--- config.mk ---
export PLATFORM = sky130hd
export DESIGN_NAME = axis_ingress_demux
export DESIGN_NICKNAME = d
export VERILOG_FILES = /design/src/rtl/axis_ingress_demux.sv
export SDC_FILE = /design/constraint.sdc
export NUM_CORES = 2
export LEC_CHECK = 0
export CORE_AREA = 2 2 683 685
export DETAILED_ROUTE_END_ITERATION = 12
export DIE_AREA = 0 0 685 687
export GPL_TIMING_DRIVEN = 0
export PLACE_DENSITY_LB_ADDON = 0.25
export SYNTH_ARGS = -nofsm -noshare
export SYNTH_HDL_FRONTEND = slang
export SYNTH_SLANG_ARGS = --single-unit
--- constraint.sdc ---
create_clock -name clk -period 13.9 [get_ports clk]
set_input_delay 2.78 -clock clk [delete_from_list [all_inputs] [get_ports clk]]
set_output_delay 2.78 -clock clk [all_outputs]
set_load 0.02 [all_outputs]
--- src/rtl/axis_ingress_demux.sv ---
// Purpose: AXI-Stream ingress fork; beat 0 goes to the parser header slot, every beat goes to the seq-tagged payload slot; runts dropped, oversize packets truncated.
// Latency: 1 cycle from ingress handshake to output valid on both the header and payload ports.
// Backpressure: beat 0 waits until both slots are free; body beats wait only on the payload slot; discarded beats are always accepted.
// Optional: define AXIS_DEMUX_STATS_EN to get live stat_pkts/stat_drops counters (otherwise both ports are tied to 0).
module axis_ingress_demux #(
    parameter int DATA_WIDTH = 512,
    parameter int KEEP_WIDTH = DATA_WIDTH / 8,
    parameter int MIN_BYTES  = 14,
    parameter int MAX_BEATS  = 32,
    parameter int SEQ_WIDTH  = 8
) (
    input  logic                  clk,
    input  logic                  rst,
    input  logic [DATA_WIDTH-1:0] s_tdata,
    input  logic [KEEP_WIDTH-1:0] s_tkeep,
    input  logic                  s_tlast,
    input  logic                  s_tvalid,
    output logic                  s_tready,
    output logic [DATA_WIDTH-1:0] hdr_data,
    output logic [SEQ_WIDTH-1:0]  hdr_seq,
    output logic                  hdr_valid,
    input  logic                  hdr_ready,
    output logic [DATA_WIDTH-1:0] m_pay_tdata,
    output logic [KEEP_WIDTH-1:0] m_pay_tkeep,
    output logic                  m_pay_tlast,
    output logic [SEQ_WIDTH:0]    m_pay_tuser,
    output logic                  m_pay_tvalid,
    input  logic                  m_pay_tready,
    output logic [31:0]           stat_pkts,
    output logic [31:0]           stat_drops
);

    localparam int BCW = $clog2(MAX_BEATS + 1);
    localparam int KCW = $clog2(KEEP_WIDTH + 1);
    localparam logic [KCW-1:0] MIN_CNT  = KCW'(MIN_BYTES);
    localparam logic [BCW-1:0] LAST_CNT = BCW'(MAX_BEATS - 1);

    typedef enum logic [1:0] {IDLE, BODY, DISCARD} state_t;

    state_t               state;
    logic [SEQ_WIDTH-1:0] seq;
    logic [BCW-1:0]       beat_cnt;
    logic [KCW-1:0]       keep_cnt;
    logic                 is_runt;
    logic                 hslot_free;
    logic                 pslot_free;
    logic                 s_hs;

    // Byte count of the incoming beat; only the popcount matters, so gaps in tkeep are tolerated.
    always_comb begin
        keep_cnt = '0;
        for (int i = 0; i < KEEP_WIDTH; i++) begin
            keep_cnt = keep_cnt + KCW'(s_tkeep[i]);
        end
        is_runt = s_tlast && (keep_cnt < MIN_CNT);
    end

    // Ingress ready: beat 0 needs both slots so a packet is never half-forked.
    always_comb begin
        hslot_free = !hdr_valid || hdr_ready;
        pslot_free = !m_pay_tvalid || m_pay_tready;
        s_tready   = 1'b0;
        if (!rst) begin
            case (state)
                IDLE:    s_tready = hslot_free && pslot_free;
                BODY:    s_tready = pslot_free;
                DISCARD: s_tready = 1'b1;
                default: s_tready = 1'b0;
            endcase
        end
        s_hs = s_tvalid && s_tready;
    end

    // Packet FSM with both output slots and the sequence tag held in registers.
    always_ff @(posedge clk) begin
        if (rst) begin
            state        <= IDLE;
            seq          <= '0;
            beat_cnt     <= '0;
            hdr_data     <= '0;
            hdr_seq      <= '0;
            hdr_valid    <= 1'b0;
            m_pay_tdata  <= '0;
            m_pay_tkeep  <= '0;
            m_pay_tlast  <= 1'b0;
            m_pay_tuser  <= '0;
            m_pay_tvalid <= 1'b0;
`ifdef AXIS_DEMUX_STATS_EN
            stat_pkts    <= '0;
            stat_drops   <= '0;
`endif
        end else begin
            // Drain first; a load below in the same cycle overrides the clear.
            if (hdr_ready)    hdr_valid    <= 1'b0;
            if (m_pay_tready) m_pay_tvalid <= 1'b0;

            case (state)
                IDLE: begin
                    if (s_hs) begin
                        if (is_runt) begin
`ifdef AXIS_DEMUX_STATS_EN
                            stat_drops <= stat_drops + 32'd1;
`endif
                        end else begin
                            hdr_data     <= s_tdata;
                            hdr_seq      <= seq;
                            hdr_valid    <= 1'b1;
                            m_pay_tdata  <= s_tdata;
                            m_pay_tkeep  <= s_tkeep;
                            m_pay_tlast  <= s_tlast;
                            m_pay_tuser  <= {1'b0, seq};
                            m_pay_tvalid <= 1'b1;
                            beat_cnt     <= BCW'(1);
                            if (s_tlast) begin
                                seq <= seq + 1'b1;
`ifdef AXIS_DEMUX_STATS_EN
                                stat_pkts <= stat_pkts + 32'd1;
`endif
                            end else begin
                                state <= BODY;
                            end
                        end
                    end
                end
                BODY: begin
                    if (s_hs) begin
                        m_pay_tdata  <= s_tdata;
                        m_pay_tkeep  <= s_tkeep;
                        m_pay_tlast  <= s_tlast;
                        m_pay_tuser  <= {1'b0, seq};
                        m_pay_tvalid <= 1'b1;
                        beat_cnt     <= beat_cnt + 1'b1;
                        // A genuine tlast on the final allowed beat wins over truncation.
                        if (s_tlast) begin
                            seq   <= seq + 1'b1;
                            state <= IDLE;
`ifdef AXIS_DEMUX_STATS_EN
                            stat_pkts <= stat_pkts + 32'd1;
`endif
                        end else if (beat_cnt == LAST_CNT) begin
                            m_pay_tlast <= 1'b1;
                            m_pay_tuser <= {1'b1, seq};
                            seq         <= seq + 1'b1;
                            state       <= DISCARD;
`ifdef AXIS_DEMUX_STATS_EN
                            stat_pkts  <= stat_pkts + 32'd1;
                            stat_drops <= stat_drops + 32'd1;
`endif
                        end
                    end
                end
                DISCARD: begin
                    if (s_hs && s_tlast) state <= IDLE;
                end
                default: state <= IDLE;
            endcase
        end
    end

`ifndef AXIS_DEMUX_STATS_EN
    assign stat_pkts  = '0;
    assign stat_drops = '0;
`endif

endmodule

==> results.md <==
Layout:
- The signed area change from the synthesized netlist to the final layout is 75.2%.
- Leaving out fill and tap cells, the most frequent cells in the layout are 2216 x nand2_1, 1689 x clkdlybuf4s50_1, 1124 x dfxtp_1.
- Across the whole layout, storage elements account for 22500 µm².
- The number of nets at the end of the flow is 7719.
- In the final layout, the multi-input gates occupy 16000 µm².
- The most common cell after layout, fill and taps aside is nand2_1.
- The number of fill cells in the layout is 52855.
- The fraction of layout instances using a drive strength above 1 is 0.0580.

Clock tree:
- Clock tree synthesis selected as its root buffer the cell clkbuf_16.
- The TritonCTS clock tree is done.
- The total clock buffers created by CTS is 157.
- The number of H-tree branching levels is 4.
- The clock sink total is 1124.
- Clock-pin slew was measured on the worst setup and hold paths at 60 ps.
- The clock passes through at most 4 buffers.
- Once the clock tree was built, the setup fixing pass inserted 0 buffers.
- For this design, the CTS-stage hold fixing added 0 buffers.
- The later pin in the worst-skew pair is clocked with a latency of 870 ps.
- Post-CTS repair changed the size of 0 cells.

Global routing:
- The via count of the first global-routing pass is around 42000.
- The initial antenna violation count is 377.
- The global route total overflow is 0.
- In the global route stage, overall resource usage came out at 0.169.
- Entering global routing, the biggest net connects 12 pins.
- The global-route wire length before repair is about 510000 µm.

Floorplan:
- The horizontal die dimension is 685 µm.
- The standard-cell row count is 250.
- The full die area is 471000 µm².
- Measured along the y axis, the die boundary spans roughly 690 µm.
- The starting density of the core is 0.0878.
- During I/O placement, the number of pins put on the boundary was 1755.
- The floorplan step defined a core boundary enclosing 463000 µm².

Setup path:
- The worst setup path is captured at a flop.
- The signal arrival time at the worst endpoint is 12790 ps.
- Walking the worst path, the cells encountered are clkdlybuf4s50_1, inv_1, fa_1, fa_1, inv_1, fa_1, fa_1, fa_1, fa_1, fa_1, inv_1, fa_1, fa_1, xor2_1, nor3b_1, nor3_1, a21oi_1, clkbuf_2, buf_12, clkbuf_1, buf_2, nand2_1, a21oi_1.
- The logic depth of the worst register-to-register path is 10.
- For this design, the slowest cell found on the critical path is clkbuf_1.
- The number of buffers and inverters on the critical path is 8.
- The family with the most delay on the worst path is adder cells.
- The startpoint identified for the worst register-to-register timing path is hdr_valid$_SDFF_PP0_.
- The stage delay of the slowest cell on the critical path is 900 ps.
- The worst setup path is launched from an input pin.
- The worst setup slack for register-to-register paths is around 9400 ps.
- The endpoint identified for the worst register-to-register timing path is m_pay_tdata[369]$_SDFFE_PP0P_.
- The required arrival time at the worst endpoint is 14670 ps.
- Of all nets on the critical path, the largest fanout is 10.
- The setup path with the least slack is of type input pin to flop.
- The cell seen most often among critical-path stages is fa_1.

Detailed routing:
- The count of nets left with antenna violations once routing finished came out at 0.
- The detailed-routing iteration count for the pre-antenna-repair pass is 6.
- Using the TritonRoute via totals, the vias-per-cell ratio works out to 3.34.
- The routed length per instance is 30.7 µm.
- For this run, design rule violations remaining after detail routing come to 0.
- The total via count after detailed routing is 45099.
- The number of design-rule violations left by the first detailed-router iteration is 3179.
- The total wire length is ~410000 µm.

Placed design:
- The post-detailed-placement half-perimeter wirelength is 361000 µm.
- Port buffering added ~1700 buffers.
- The congestion estimate from routability-driven global placement came to 0.915.

Timing:
- The portion of the clock cycle consumed by the worst path in the final layout is 0.865.
- The worst pin sits at a relative slew slack of 0.125.
- Setup repair after global routing left no endpoint under its margin.
- The slew at the pin with the worst max-slew slack is about 1300 ps.
- Setup violations remaining at the end of the flow were counted as 0.
- The worst hold margin is about 450 ps.
- Clock skew on the completed layout was measured at approximately 40 ps.
- Adding up every negative setup slack in the final design gives 0 ps.
- Based on the critical path, the design can be clocked at up to 0.0832 GHz.
- The number of hold violations in the final report is 0.
- The worst path in the final design needs a cycle of 12020 ps, including I/O delays and setup.
- The number of max-slew violations in the final report is 0.

Logic synthesis:
- Summing every instance area after synthesis gives 40600 µm².
- In this run, distinct cell masters in the synthesized netlist total between 40 and 50.
- The synthesized netlist cell count is ~5100.
- The async set or reset register ratio after synthesis is 0.
- The synthesized area per cell is 7.89 µm².
- The synthesized flop and latch total is roughly 1100.
- The yosys synthesis warning count is 0.
- The number of synthesized flops with an enable pin is 0.
- The share of the Yosys chip area taken by registers is 0.554.
- The most frequently used flop master after synthesis is dfxtp_1.

Power:
- The design draws 25700 µW.
- For this design the ratio of total power to cell area is 361 nW/µm².
- VDD sags by at most a little over 400 µV.
- The leakage power figure is 0.0238 µW.

Min path:
- The worst hold path begins at m_pay_tdata[421]$_SDFFE_PP0P_.
- In this run the worst hold path is classified as flop to flop.
- The end point of the worst hold path is m_pay_tdata[421]$_SDFFE_PP0P_.
- Along the worst hold path, the cell count comes to 2.

Flow run:
- Across the run, the number of max-cap violations was 0.

Status:
- The run finished with clean final reports.
flip-flops by register name (all words and copies together) (netlist names):
| signal | count |
|---|---|
| beat_cnt | 6 |
| hdr_data | 512 |
| hdr_seq | 8 |
| hdr_valid | 1 |
| m_pay_tdata | 512 |
| m_pay_tkeep | 64 |
| m_pay_tlast | 1 |
| m_pay_tuser | 9 |
| m_pay_tvalid | 1 |
| seq | 8 |
| state | 2 |
how the worst max path moves through the flow:
stage                start                            end  slack (ps)  depth (start not counted)
3_3_place_gp    s_tkeep[1]     hdr_data[101]$_SDFFE_PP0P_       -1400                         21
6_report        s_tkeep[1]  m_pay_tdata[369]$_SDFFE_PP0P_        1880                         23
4_1_cts         s_tkeep[1]  m_pay_tdata[369]$_SDFFE_PP0P_        1610                         23
5_1_grt         s_tkeep[1]  m_pay_tdata[369]$_SDFFE_PP0P_        1180                         23
2_1_floorplan  s_tkeep[35]     hdr_data[380]$_SDFFE_PP0P_        4530                         22
3_5_place_dp    s_tkeep[1]  m_pay_tdata[369]$_SDFFE_PP0P_         680                         23
synthesized netlist by cell type (8+ instances only):
cell type / number / area share
nand2_1: 2216 / 0.20
dfxtp_1: 1124 / 0.55
a21oi_1: 1122 / 0.14
clkbuf_1: 288 / 0.027
inv_1: 98 / 0.0091
buf_2: 84 / 0.010
buf_4: 64 / 0.012
fa_1: 54 / 0.027
ha_1: 16 / 0.0049
nand3_1: 10 / 0.0012
nor2_1: 10 / 0.00092
nand2b_1: 8 / 0.0012
metrics by stage:
step | std cells | area, µm² | setup slack (ps) | util
floorplan | 5210 | 40900 | 4530 | -
detailed placement | 13082 | 65700 | 682 | 0.142
global placement | 13073 | 65500 | -1400 | 0.142
global route | 13424 | 71000 | 1180 | 0.153
CTS | 13349 | 70800 | 1610 | 0.153
finish | 13495 | 71200 | 1880 | 0.154
power breakdown:
part / total [µW] / switching, µW / internal, µW
clock network: 4180 / 1740 / 2450
registers: 5810 / 1030 / 4770
logic: 15700 / 10700 / 5000
worst min-delay path: cells and delay by family (launching register included):
family | cells | cell delay, ps
AO/OA/AOI/OAI | 1 | 50
flip-flops | 1 | 310
AND/OR/NAND/NOR | 1 | 50
routing by layer:
layer  up-vias  routed length [µm]  global-route usage
met3       878               50800              0.0911
met4       194               15600              0.0518
li1      20414                   -                   -
met2      2169              193000               0.282
met1     21444              154000               0.183
met5         -                1350                   0
cells by family after synthesis:
| logic type | share of synthesized area |
|---|---|
| and+or+nand+nor | 0.212 |
| AOI/OAI and AO/OA | 0.143 |
| DFF | 0.554 |
| buffers and inverters | 0.0578 |
| adders and majority gates | 0.0315 |
| muxes | 0.000739 |
| xor gates and xnor gates | 0.000431 |
| other | 0.0000923 |
area by class of cell:
cell class,count,share of cell area
Antenna cell,146,0.00513
Buffer,436,0.0281
Clock buffer,231,0.0653
Clock inverter,36,0.00681
Inverter,98,0.00517
Multi-Input combinational cell,3552,0.225
Sequential cell,1124,0.316
Tap cell,6174,0.109
Timing Repair Buffer,1698,0.240
(Power assumes the default switching activity.)
